## config.mk

```make
export PLATFORM = sky130hd
export DESIGN_NAME = psum_accum
export DESIGN_NICKNAME = d
export VERILOG_FILES = /design/src/rtl/npu_pkg.sv /design/src/rtl/psum_sat_add.sv /design/src/rtl/psum_accum.sv
export SDC_FILE = /design/constraint.sdc
export NUM_CORES = 1
export LEC_CHECK = 0
export CORE_AREA = 2 2 82 84
export CTS_CLUSTER_DIAMETER = 60
export DETAILED_ROUTE_END_ITERATION = 6
export DIE_AREA = 0 0 84 86
export PLACE_DENSITY = 0.8
export SYNTH_ARGS = -nofsm -noshare
export SYNTH_HDL_FRONTEND = slang
export SYNTH_SLANG_ARGS = --single-unit
```

## constraint.sdc

```tcl
create_clock -name clk -period 3.4 [get_ports clk]
set_input_delay 0.68 -clock clk [delete_from_list [all_inputs] [get_ports clk]]
set_output_delay 0.68 -clock clk [all_outputs]
set_load 0.005 [all_outputs]
```

## src/rtl/npu_pkg.sv

```systemverilog
// Shared NPU definitions: accumulator FSM states, default widths and the
// saturation limits as functions of the accumulator width.
package npu_pkg;

    typedef enum logic [1:0] {
        IDLE = 2'd0,
        ACC  = 2'd1,
        HOLD = 2'd2
    } state_t;

    localparam int DEF_DATA_W = 8;
    localparam int DEF_ACC_W  = 24;
    localparam int DEF_LEN_W  = 8;

    // Largest positive value of an acc_w-bit signed number, in the low acc_w bits.
    function automatic logic [63:0] sat_max(input int unsigned acc_w);
        return (64'd1 << (acc_w - 1)) - 64'd1;
    endfunction

    // Most negative value of an acc_w-bit signed number, in the low acc_w bits.
    function automatic logic [63:0] sat_min(input int unsigned acc_w);
        return ~sat_max(acc_w);
    endfunction

endpackage

```

## src/rtl/psum_sat_add.sv

```systemverilog
// Combinational ACC_W+1-bit add of the accumulator and one sign-extended term.
// Overflow is flagged when the two top bits of the wide sum differ.
// With PSUM_SAT_EN defined the result clamps to the signed limits on
// overflow; otherwise it wraps modulo 2^ACC_W.
module psum_sat_add
    import npu_pkg::*;
#(
    parameter int DATA_W = DEF_DATA_W,
    parameter int ACC_W  = DEF_ACC_W
) (
    input  logic [ACC_W-1:0]  i_acc,
    input  logic [DATA_W-1:0] i_term,
    output logic [ACC_W-1:0]  o_sum,
    output logic              o_ovf
);

    logic [ACC_W:0] w_acc_ext;
    logic [ACC_W:0] w_term_ext;
    logic [ACC_W:0] w_sum_ext;

    assign w_acc_ext  = {i_acc[ACC_W-1], i_acc};
    assign w_term_ext = (ACC_W+1)'($signed(i_term));
    assign w_sum_ext  = w_acc_ext + w_term_ext;
    assign o_ovf      = w_sum_ext[ACC_W] ^ w_sum_ext[ACC_W-1];

`ifdef PSUM_SAT_EN
    localparam logic [ACC_W-1:0] SAT_MAX = ACC_W'(sat_max(ACC_W));
    localparam logic [ACC_W-1:0] SAT_MIN = ACC_W'(sat_min(ACC_W));

    // Clamp toward the sign of the true sum, which is the top bit of the wide result.
    always_comb begin
        o_sum = w_sum_ext[ACC_W-1:0];
        if (o_ovf) begin
            o_sum = w_sum_ext[ACC_W] ? SAT_MIN : SAT_MAX;
        end
    end
`else
    assign o_sum = w_sum_ext[ACC_W-1:0];
`endif

endmodule

```

## src/rtl/psum_accum.sv

```systemverilog
// Partial-sum accumulator: sums len signed terms from the element adder and
// presents the result over a valid/ready handshake.
// Overflow behaviour follows the PSUM_SAT_EN macro (clamp when defined,
// wrap when undefined); ovf is sticky for the vector either way.
module psum_accum
    import npu_pkg::*;
#(
    parameter int DATA_W = DEF_DATA_W,
    parameter int ACC_W  = DEF_ACC_W,
    parameter int LEN_W  = DEF_LEN_W
) (
    input  logic              clk,
    input  logic              rst_n,
    input  logic [LEN_W-1:0]  len,
    input  logic              in_valid,
    output logic              in_ready,
    input  logic [DATA_W-1:0] in_data,
    output logic              out_valid,
    input  logic              out_ready,
    output logic [ACC_W-1:0]  out_data,
    output logic              ovf,
    output logic              busy
);

    state_t             r_state;
    state_t             w_next_state;
    logic [ACC_W-1:0]   r_acc;
    logic [LEN_W-1:0]   r_cnt;
    logic [LEN_W-1:0]   r_len_q;
    logic               r_ovf;

    logic               w_beat;
    logic               w_take;
    logic [LEN_W-1:0]   w_len_eff;
    logic               w_last_acc;
    logic [ACC_W-1:0]   w_term_ext;
    logic [ACC_W-1:0]   w_sum;
    logic               w_add_ovf;

    assign w_beat     = in_valid && in_ready;
    assign w_take     = out_valid && out_ready;
    assign w_len_eff  = (len == '0) ? LEN_W'(1) : len;
    assign w_last_acc = (r_cnt + LEN_W'(1)) == r_len_q;
    assign w_term_ext = ACC_W'($signed(in_data));

    psum_sat_add #(
        .DATA_W (DATA_W),
        .ACC_W  (ACC_W)
    ) u_sat_add (
        .i_acc  (r_acc),
        .i_term (in_data),
        .o_sum  (w_sum),
        .o_ovf  (w_add_ovf)
    );

    // State register.
    always_ff @(posedge clk or negedge rst_n) begin
        if (!rst_n) begin
            r_state <= IDLE;
        end else begin
            r_state <= w_next_state;
        end
    end

    // Next-state and handshake outputs; in_ready depends on state alone.
    always_comb begin
        w_next_state = r_state;
        in_ready     = 1'b0;
        out_valid    = 1'b0;
        busy         = (r_state != IDLE);
        unique case (r_state)
            IDLE: begin
                in_ready = 1'b1;
                if (w_beat) begin
                    w_next_state = (w_len_eff == LEN_W'(1)) ? HOLD : ACC;
                end
            end
            ACC: begin
                in_ready = 1'b1;
                if (w_beat && w_last_acc) begin
                    w_next_state = HOLD;
                end
            end
            HOLD: begin
                out_valid = 1'b1;
                if (w_take) begin
                    w_next_state = IDLE;
                end
            end
            default: begin
                w_next_state = IDLE;
            end
        endcase
    end

    // Accumulator, term counter, latched length and sticky overflow.
    always_ff @(posedge clk or negedge rst_n) begin
        if (!rst_n) begin
            r_acc   <= '0;
            r_cnt   <= '0;
            r_len_q <= '0;
            r_ovf   <= 1'b0;
        end else begin
            unique case (r_state)
                IDLE: begin
                    if (w_beat) begin
                        r_acc   <= w_term_ext;
                        r_cnt   <= LEN_W'(1);
                        r_len_q <= w_len_eff;
                        r_ovf   <= 1'b0;
                    end
                end
                ACC: begin
                    if (w_beat) begin
                        r_acc <= w_sum;
                        r_cnt <= r_cnt + LEN_W'(1);
                        r_ovf <= r_ovf | w_add_ovf;
                    end
                end
                HOLD: begin
                    if (w_take) begin
                        r_ovf <= 1'b0;
                    end
                end
                default: begin
                    r_ovf <= 1'b0;
                end
            endcase
        end
    end

    assign out_data = r_acc;
    assign ovf      = r_ovf;

endmodule

```

* After elaboration in Yosys (flattened, before gate mapping)
Index checks and enable logic that the tools add are counted.
** Word-level totals
- Register bits :: 43
- Word-level logic and storage cells :: 47
- Output and inout port bits :: 28
** Operators by class
- Multiplexer cells :: 18
- Equal/unequal tests :: 8
- Add/sub/neg operators :: 2
- Reductions and logical operators :: 12
- Bitwise logic cells :: 2
** Operator list (count)
- $mux W24 :: 2
- $pmux W24 S2 :: 1
- $add A24 B8 Y25 :: 1
- $mux W8 :: 3
- $pmux W8 S2 :: 1
- $reduce_and A3 Y1 :: 3
- $add A8 B1 Y8 const B :: 1
- $eq A8 B1 Y1 const B :: 1
- $eq A8 B8 Y1 :: 1
- $logic_not A8 Y1 :: 1
- $mux W2 :: 4
- $ne A2 B2 Y1 const B :: 4
- $pmux W2 S3 :: 1
- $mux W1 :: 5
- $reduce_bool A2 Y1 :: 2
- $logic_and A1 B1 Y1 :: 3
- $pmux W1 S3 :: 1
- $eq A2 B1 Y1 const B :: 1
- $eq A2 B2 Y1 const B :: 1
- $logic_not A2 Y1 :: 1
- $reduce_and A2 Y1 :: 1
- $reduce_or A2 Y1 :: 1
- $or A1 B1 Y1 :: 1
- $xor A1 B1 Y1 :: 1

* Logic depth before layout (Yosys ltp)
Gate-level depths: netlist of the first run.
- Word-level depth :: 7
- Mapped depth :: 11
- Depth with buffers taken out :: 11

* Modules after synthesis
A second synthesis of the first run with hierarchy kept.
** Unflattened totals
- Cells, all modules :: 420
- Area total of the unflattened synthesis :: 3520.9 sq um
** Modules (own cells, without submodules)
- psum_accum :: cells an instance 224, area an instance 2139.6 sq um, instances 1
- psum_sat_add :: cells an instance 196, area an instance 1381.3 sq um, instances 1

* Worst setup path before layout of the first run
OpenSTA, ideal clock, no wires.
- Path kind :: input port to flip-flop
- Start point :: input port in_data[0]
- End point :: register r_acc[22] (netlist: out_data[22])
- Library setup time :: 0.128 ns
- Path slack :: 0.736 ns
- Stages on the path :: 11
- Required time :: 3.272 ns
- Arrival :: 2.536 ns
- Cell sequence :: ha_1 -> inv_1 -> fa_1 -> nor2b_1 -> o2111ai_1 -> a21oi_2 -> o2111ai_4 -> a31oi_4 -> nor2_1 -> a211oi_1 -> nor3_1
** On the way
- Longest elaborated chain between the ends :: 3
** Ends and longest elaborated chain
- from (decl) :: RTL line psum_accum.sv:17 : input logic [DATA_W-1:0] in_data,
- $add A24 B8 Y25 :: RTL line psum_sat_add.sv:23 : assign w_sum_ext = w_acc_ext + w_term_ext;
- $mux W24 :: RTL line psum_accum.sv:114 : if (w_beat) begin
- $pmux W24 S2 :: RTL line psum_accum.sv:104 : unique case (r_state)
- to (signal assigned) :: RTL line psum_accum.sv:107 : r_acc <= w_term_ext;
- to (signal assigned) :: RTL line psum_accum.sv:115 : r_acc <= w_sum;
- to (decl) :: RTL line psum_accum.sv:27 : logic [ACC_W-1:0] r_acc;
Every way passes these cells. The select of a mux whose other input is x is not followed.
A chain may end at the register's enable or synchronous reset.

* Final worst setup path of the first run
Ends and elaborated chain as after synthesis.

==> flow_metrics.tcl, run 1 <==
set metrics [dict create \
    placementRows 29 \
    n_fill_cell 541 \
    die_area_um2 7220 \
    cts_setup_buffers 0 \
    powerDensity_nw_per_um2 955 \
    die_w_um 84 \
    grt_setup_unrepaired "false" \
    preCtsSetupSlack_ps -6.50 \
    max_freq_mhz 325 \
    seqCellArea_um2 1080 \
    cts_tree "built" \
    syn_avg_cell_area_um2 8.87 \
    multi_input_comb_area_um2 2130 \
    cts_sinks 43 \
    final_cell_area_um2 4010 \
    tightest_slew_ps 979 \
    track_usage_pct 23.3 \
    cp.required_ps 3600 \
    worstPathCellList "clkdlybuf4s50_1 > ha_1 > inv_1 > fa_1 > nor2b_1 > o2111ai_1 > a21oi_2 > o2111ai_4 > a31oi_4 > nor2_1 > a211oi_1 > nor3_1" \
    ant_nets 0 \
    num_vias 2993 \
    ys_ff_latch 43 \
    synthCells 379 \
    grt_overflow 0 \
    layout.nets 471 \
    drv_slew 0 \
    numCtsBuffers 5 \
    final_common_cell "clkdlybuf4s50_1" \
    grt_max_degree 44 \
    die_h_um 86 \
    drv_cap 0 \
    cts_hold_buf 0 \
    areaGrowthSynthToFinish_pct 19.4 \
    dr.pass1.iters 5 \
    drc 0 \
    routedWlPerCell_um 15.8 \
    finalHoldWorstSlack_ps 515 \
    cp_max_fo 4 \
    synth_area_leader_cell "dfrtp_1" \
    cts_buffer_depth 2 \
    cts_resized 0 \
    start_kind "input pin" \
    root_buffer "clkbuf_8" \
    clk_pin_slew_worst_paths_ps 90 \
    start_util_pct 53.5 \
    htreeDepth 2 \
    layout_common_cells "clkdlybuf4s50_1 (46), dfrtp_1 (43), a21oi_1 (36)" \
    min_period_over_period_pct 90.6 \
    antenna_cells 0 \
    port_buffers 47 \
    clock_latency_ps 320 \
    coreArea_um2 6280 \
    synth.cell_area_um2 3360 \
    grt_pass1_wl_mm 13.7 \
    ys_warn_count 0 \
    clock_skew_ps 9.26 \
    hp-class "in -> async" \
    antenna_found_initial 0 \
    route.final.wire_length_mm 7.95 \
    drive_above_1_share_pct 11.0 \
    via_per_inst 5.95 \
    synth_nets 425 \
    min_period_ps 3080 \
    slew_headroom_pct 34.7 \
    first_global_vias 2955 \
    ir_drop_uv 410 \
    synth-edff-count 0 \
    synth_top_area_share_pct 32.0 \
    slowest_delay_ps 490 \
    finalSetupTns_ps 0 \
    ys_types 65 \
    ioPinCount 48 \
    hold_violations 0 \
    synth_ff_type "dfrtp_1" \
    critical-path-slowest-cell "clkdlybuf4s50_1" \
    worstSetupPathType "in -> reg" \
    status "finished, final reports clean" \
    drtIter0Drc 207 \
    power.leakage_uw 0.00174 \
    dp_cells 495 \
    fin_ws_ps 319 \
    dpl_cell_area_um2 3880 \
    ys_top_cells_by_area "dfrtp_1 (32%), ha_1 (9.3%), a21oi_1 (5.4%)" \
    critPathCaptureType "register" \
    seq_area_frac_synth_pct 32.0 \
    synthArstFlopShare_pct 100 \
    arrival_ps 3280 \
    gp_congestion 0.913 \
    hpwl_mm 5.81 \
    setup_viol 0 \
    final_cells 503 \
]
## cell type report
class / instances / area share [%]
clock buffer: 5 / 1.71
sequential: 43 / 26.8
multi-input combinational: 309 / 53.2
tap: 77 / 2.40
clock inverter: 3 / 1.68
inverter: 10 / 0.935
timing repair buffer: 56 / 13.3
## sequential cells by signal (all words and copies together) (netlist names)
register  cells
r_state       2
r_cnt         8
r_len_q       8
ovf           1
out_data     24
## worst max-delay path, delay by kind of cell
family                     cells  cell delay [ps]
buffers and inverters          2              560
adders and majority gates      2              580
AOI/OAI and AO/OA              5             1120
and+or+nand+nor                3              340
## cells by family after synthesis
logic type      count (synthesis)  share of synthesized area, %
fa+ha+maj                      26                          9.90
flops                          43                          32.0
simple gates                  122                          18.4
buf+inv                        27                          4.50
xor+xnor                       28                          7.30
compound gates                118                          23.1
mux                            15                          4.73
## cell usage after synthesis (2+ instances only)
| cell type | instances |
|---|---|
| o21ai_1 | 3 |
| o2111ai_1 | 2 |
| clkbuf_2 | 2 |
| mux2i_1 | 8 |
| nor3_1 | 12 |
| o21a_1 | 2 |
| a211oi_1 | 3 |
| or2_2 | 2 |
| nor2_1 | 32 |
| a21o_1 | 7 |
| and3_1 | 6 |
| buf_2 | 3 |
| nand3_2 | 2 |
| nand4_1 | 2 |
| clkbuf_8 | 3 |
| dfrtp_1 | 43 |
| a211oi_2 | 2 |
| nand3_1 | 7 |
| a21oi_1 | 36 |
| mux2_2 | 7 |
| o21bai_1 | 3 |
| or4_1 | 2 |
| a21o_2 | 2 |
| inv_1 | 10 |
| nand2_1 | 35 |
| xnor2_1 | 16 |
| ha_1 | 25 |
| clkbuf_1 | 7 |
| and2_1 | 3 |
| o211ai_1 | 2 |
| a211o_1 | 2 |
| xor2_1 | 12 |
| a21oi_2 | 3 |
| o21ai_0 | 33 |
| nor2b_1 | 7 |
| a31oi_1 | 3 |
| a311oi_1 | 2 |
## metal layers
layer | vias to the layer above | share of wire (%) | global-route usage, %
met5 | - | 0 | 0
met4 | 0 | 0.82 | 6.60
met3 | 10 | 4.5 | 3.27
met2 | 99 | 50 | 41.4
met1 | 1417 | 45 | 29.7
li1 | 1467 | - | -
## per-stage QoR
stage	util (%)	total power, uW
CTS	63.9	3830
detailed placement	61.8	3310
global route	63.9	4150
floorplan	-	2600
global placement	61.8	3250
finish	63.9	3830
## path summary, 6_finish.rpt
kind | startpoint | endpoint | slack (ps) | cells after the start
max | in_data[0] | out_data[22] | 320 | 12
min | rst_n | out_data[8] | 520 | 1
max reg2reg | out_data[0] | out_data[22] | 810 | 11
min reg2reg | r_cnt[7] | r_cnt[7] | 520 | 2
max in group asynchronous | rst_n | r_len_q[4] | 2280 | 1
min in group clk | r_cnt[7] | r_cnt[7] | 520 | 2
## power by group
part           internal, uW  leakage [uW]  switching (uW)
logic                  1160       0.00115            1210
clock network           293     0.0000644             205
registers               740      0.000525             220
total                  2200       0.00174            1640
(Power assumes the default switching activity.)
==> inputs of run 2 (changes only) <==
CORE_AREA = 2 2 90 92   (was 2 2 82 84)
DIE_AREA = 0 0 92 94   (was 0 0 84 86)
PLACE_DENSITY = 0.69   (was 0.8)
SKIP_LAST_GASP = 1   (was not set)
==> run 2 against run 1 <==
Hold slack better by 3.9 ps. Core utilization decreased by 11 points. Via count fell by 3.0%. Final cell count up 4.6%. Final area decreased by 0.31%. Sequential share of layout area rose by 0.084 points. Clock power decreased by 26%. Power down 4.3%. Flip-flop and latch count did not move. Setup slack better by 21 ps. First-iteration DRC count fell by 21%. Clock skew decreased by 6.6 ps. Critical path type unchanged. Largest cell class unchanged.
==> flow_metrics.tcl, run 2 (same netlist as run 1, synthesis figures left out) <==
set metrics [dict create \
    tightest_slew_ps 994 \
    drtIter0Drc 164 \
    die_area_um2 8650 \
    grt.busiest_layer "met2" \
    cts_hold_buf 0 \
    worstPathCellList "clkdlybuf4s50_1 > ha_1 > inv_1 > fa_1 > nor2b_1 > o2111ai_1 > a21oi_2 > o2111ai_4 > a31oi_4 > nor2_1 > a211oi_1 > nor3_1" \
    gr-usage-met3_pct 2.73 \
    powerDensity_nw_per_um2 916 \
    antenna_found_initial 0 \
    grt_setup_unrepaired "false" \
    areaGrowthSynthToFinish_pct 19.0 \
    drv_slew 0 \
    crit_start "in_data[0]" \
    met1_usage_pct 25.4 \
    largest_reg_flops 24 \
    setup_viol 0 \
    switchingPower_uw 1620 \
    r2r_start "out_data[0]" \
    clk_pin_slew_worst_paths_ps 100 \
    ioPinCount 48 \
    cp.required_ps 3590 \
    drive_above_1_share_pct 10.6 \
    status "finished, final reports clean" \
    layout.nets 469 \
    p_int_uw 2050 \
    cp_max_fo 4 \
    die_h_um 94 \
    max_freq_mhz 327 \
    track_usage_pct 19.0 \
    worstSetupPathType "in -> reg" \
    power.leakage_uw 0.00172 \
    num_vias 2902 \
    hp-class "reg -> reg" \
    dp_cells 518 \
    hold_violations 0 \
    critical-path-slowest-cell "clkdlybuf4s50_1" \
    clock_latency_ps 300 \
    route.final.wire_length_mm 7.75 \
    antenna_cells 0 \
    slowest_delay_ps 480 \
    min_period_over_period_pct 90.0 \
    hpwl_mm 5.75 \
    finalSetupTns_ps 0 \
    ant_nets 0 \
    critPathCaptureType "register" \
    grt_max_degree 44 \
    die_w_um 92 \
    placementRows 32 \
    cts_tree "built" \
    start_kind "input pin" \
    first_global_vias 2831 \
    final_cells 526 \
    clock_skew_ps 2.70 \
    fin_ws_ps 340 \
    ir_drop_uv 366 \
    clkPwrFrac_pct 10.1 \
    comb_power_share_pct 63.2 \
    numCtsBuffers 5 \
    grt_pass1_wl_mm 13.5 \
    cts_setup_buffers 0 \
    drv_cap 0 \
    min-delay-start "r_cnt[7]" \
    via_per_inst 5.52 \
    grt_util_met2_pct 32.7 \
    n_fill_cell 747 \
    cts_sinks 43 \
    final_common_cell "clkdlybuf4s50_1" \
    gp_congestion 0.876 \
    p_seq_share_pct 26.8 \
    cts_resized 0 \
    min_period_ps 3060 \
    swShare_pct 44.2 \
    arrival_ps 3250 \
    coreArea_um2 7610 \
    root_buffer "clkbuf_8" \
    htreeDepth 2 \
    drc 0 \
    layout_common_cells "clkdlybuf4s50_1 (46), dfrtp_1 (43), a21oi_1 (36)" \
    cts_buffer_depth 2 \
    dr.pass1.iters 4 \
    start_util_pct 44.2 \
    preCtsSetupSlack_ps 64.3 \
    routedWlPerCell_um 14.7 \
    grt_overflow 0 \
    final_util_pct 52.6 \
    port_buffers 47 \
    slew_headroom_pct 33.8 \
]
## run 2: path summary, 6_finish.rpt
| path | slack [ps] | depth (start not counted) | endpoint |
|---|---|---|---|
| worst max-delay path | 340 | 12 | out_data[22] |
| worst min-delay path | 520 | 2 | r_cnt[7] |
| worst max register to register | 800 | 11 | out_data[22] |
| worst min register to register | 520 | 2 | r_cnt[7] |
| max in group asynchronous | 2250 | 1 | out_data[18] |
| min in group asynchronous | 530 | 1 | out_data[3] |
## run 2: area by class of cell
cell class / count / area, um^2 / share of cell area [%]
Multi-Input combinational cell: 309 / 2130 / 53.3
Sequential cell: 43 / 1080 / 26.9
Tap cell: 102 / 128 / 3.19
Inverter: 10 / 37.5 / 0.938
Clock inverter: 3 / 26.3 / 0.657
Timing Repair Buffer: 54 / 531 / 13.3
Clock buffer: 5 / 68.8 / 1.72
## run 2: power by group through the flow
stage / logic [uW] / clock network [uW] / registers, uW
floorplan: 1690 / 0 / 917
global placement: 2270 / 0 / 991
detailed placement: 2310 / 0 / 995
CTS: 2320 / 379 / 986
global route: 2590 / 400 / 1020
finish: 2310 / 369 / 981
## run 2: layer usage
layer / share of wire, % / vias up
li1: - / 1466
met1: 47 / 1376
met2: 49 / 54
met3: 3.8 / 6
met4: 0.96 / 0
met5: 0 / -
## run 2: stage by stage
stage	power [uW]	instance area [um^2]	hold slack, ps
after floorplan	2600	3360	384
after global placement	3260	3910	489
final	3670	4000	519
after CTS	3690	4000	522
after global routing	4010	4000	562
after detailed placement	3300	3910	498
## run 2: critical path: cells and delay by family
family          cells  cell delay [ps]
compound gates      5             1100
fa+ha+maj           2              570
buf+inv             2              550
simple gates        3              340
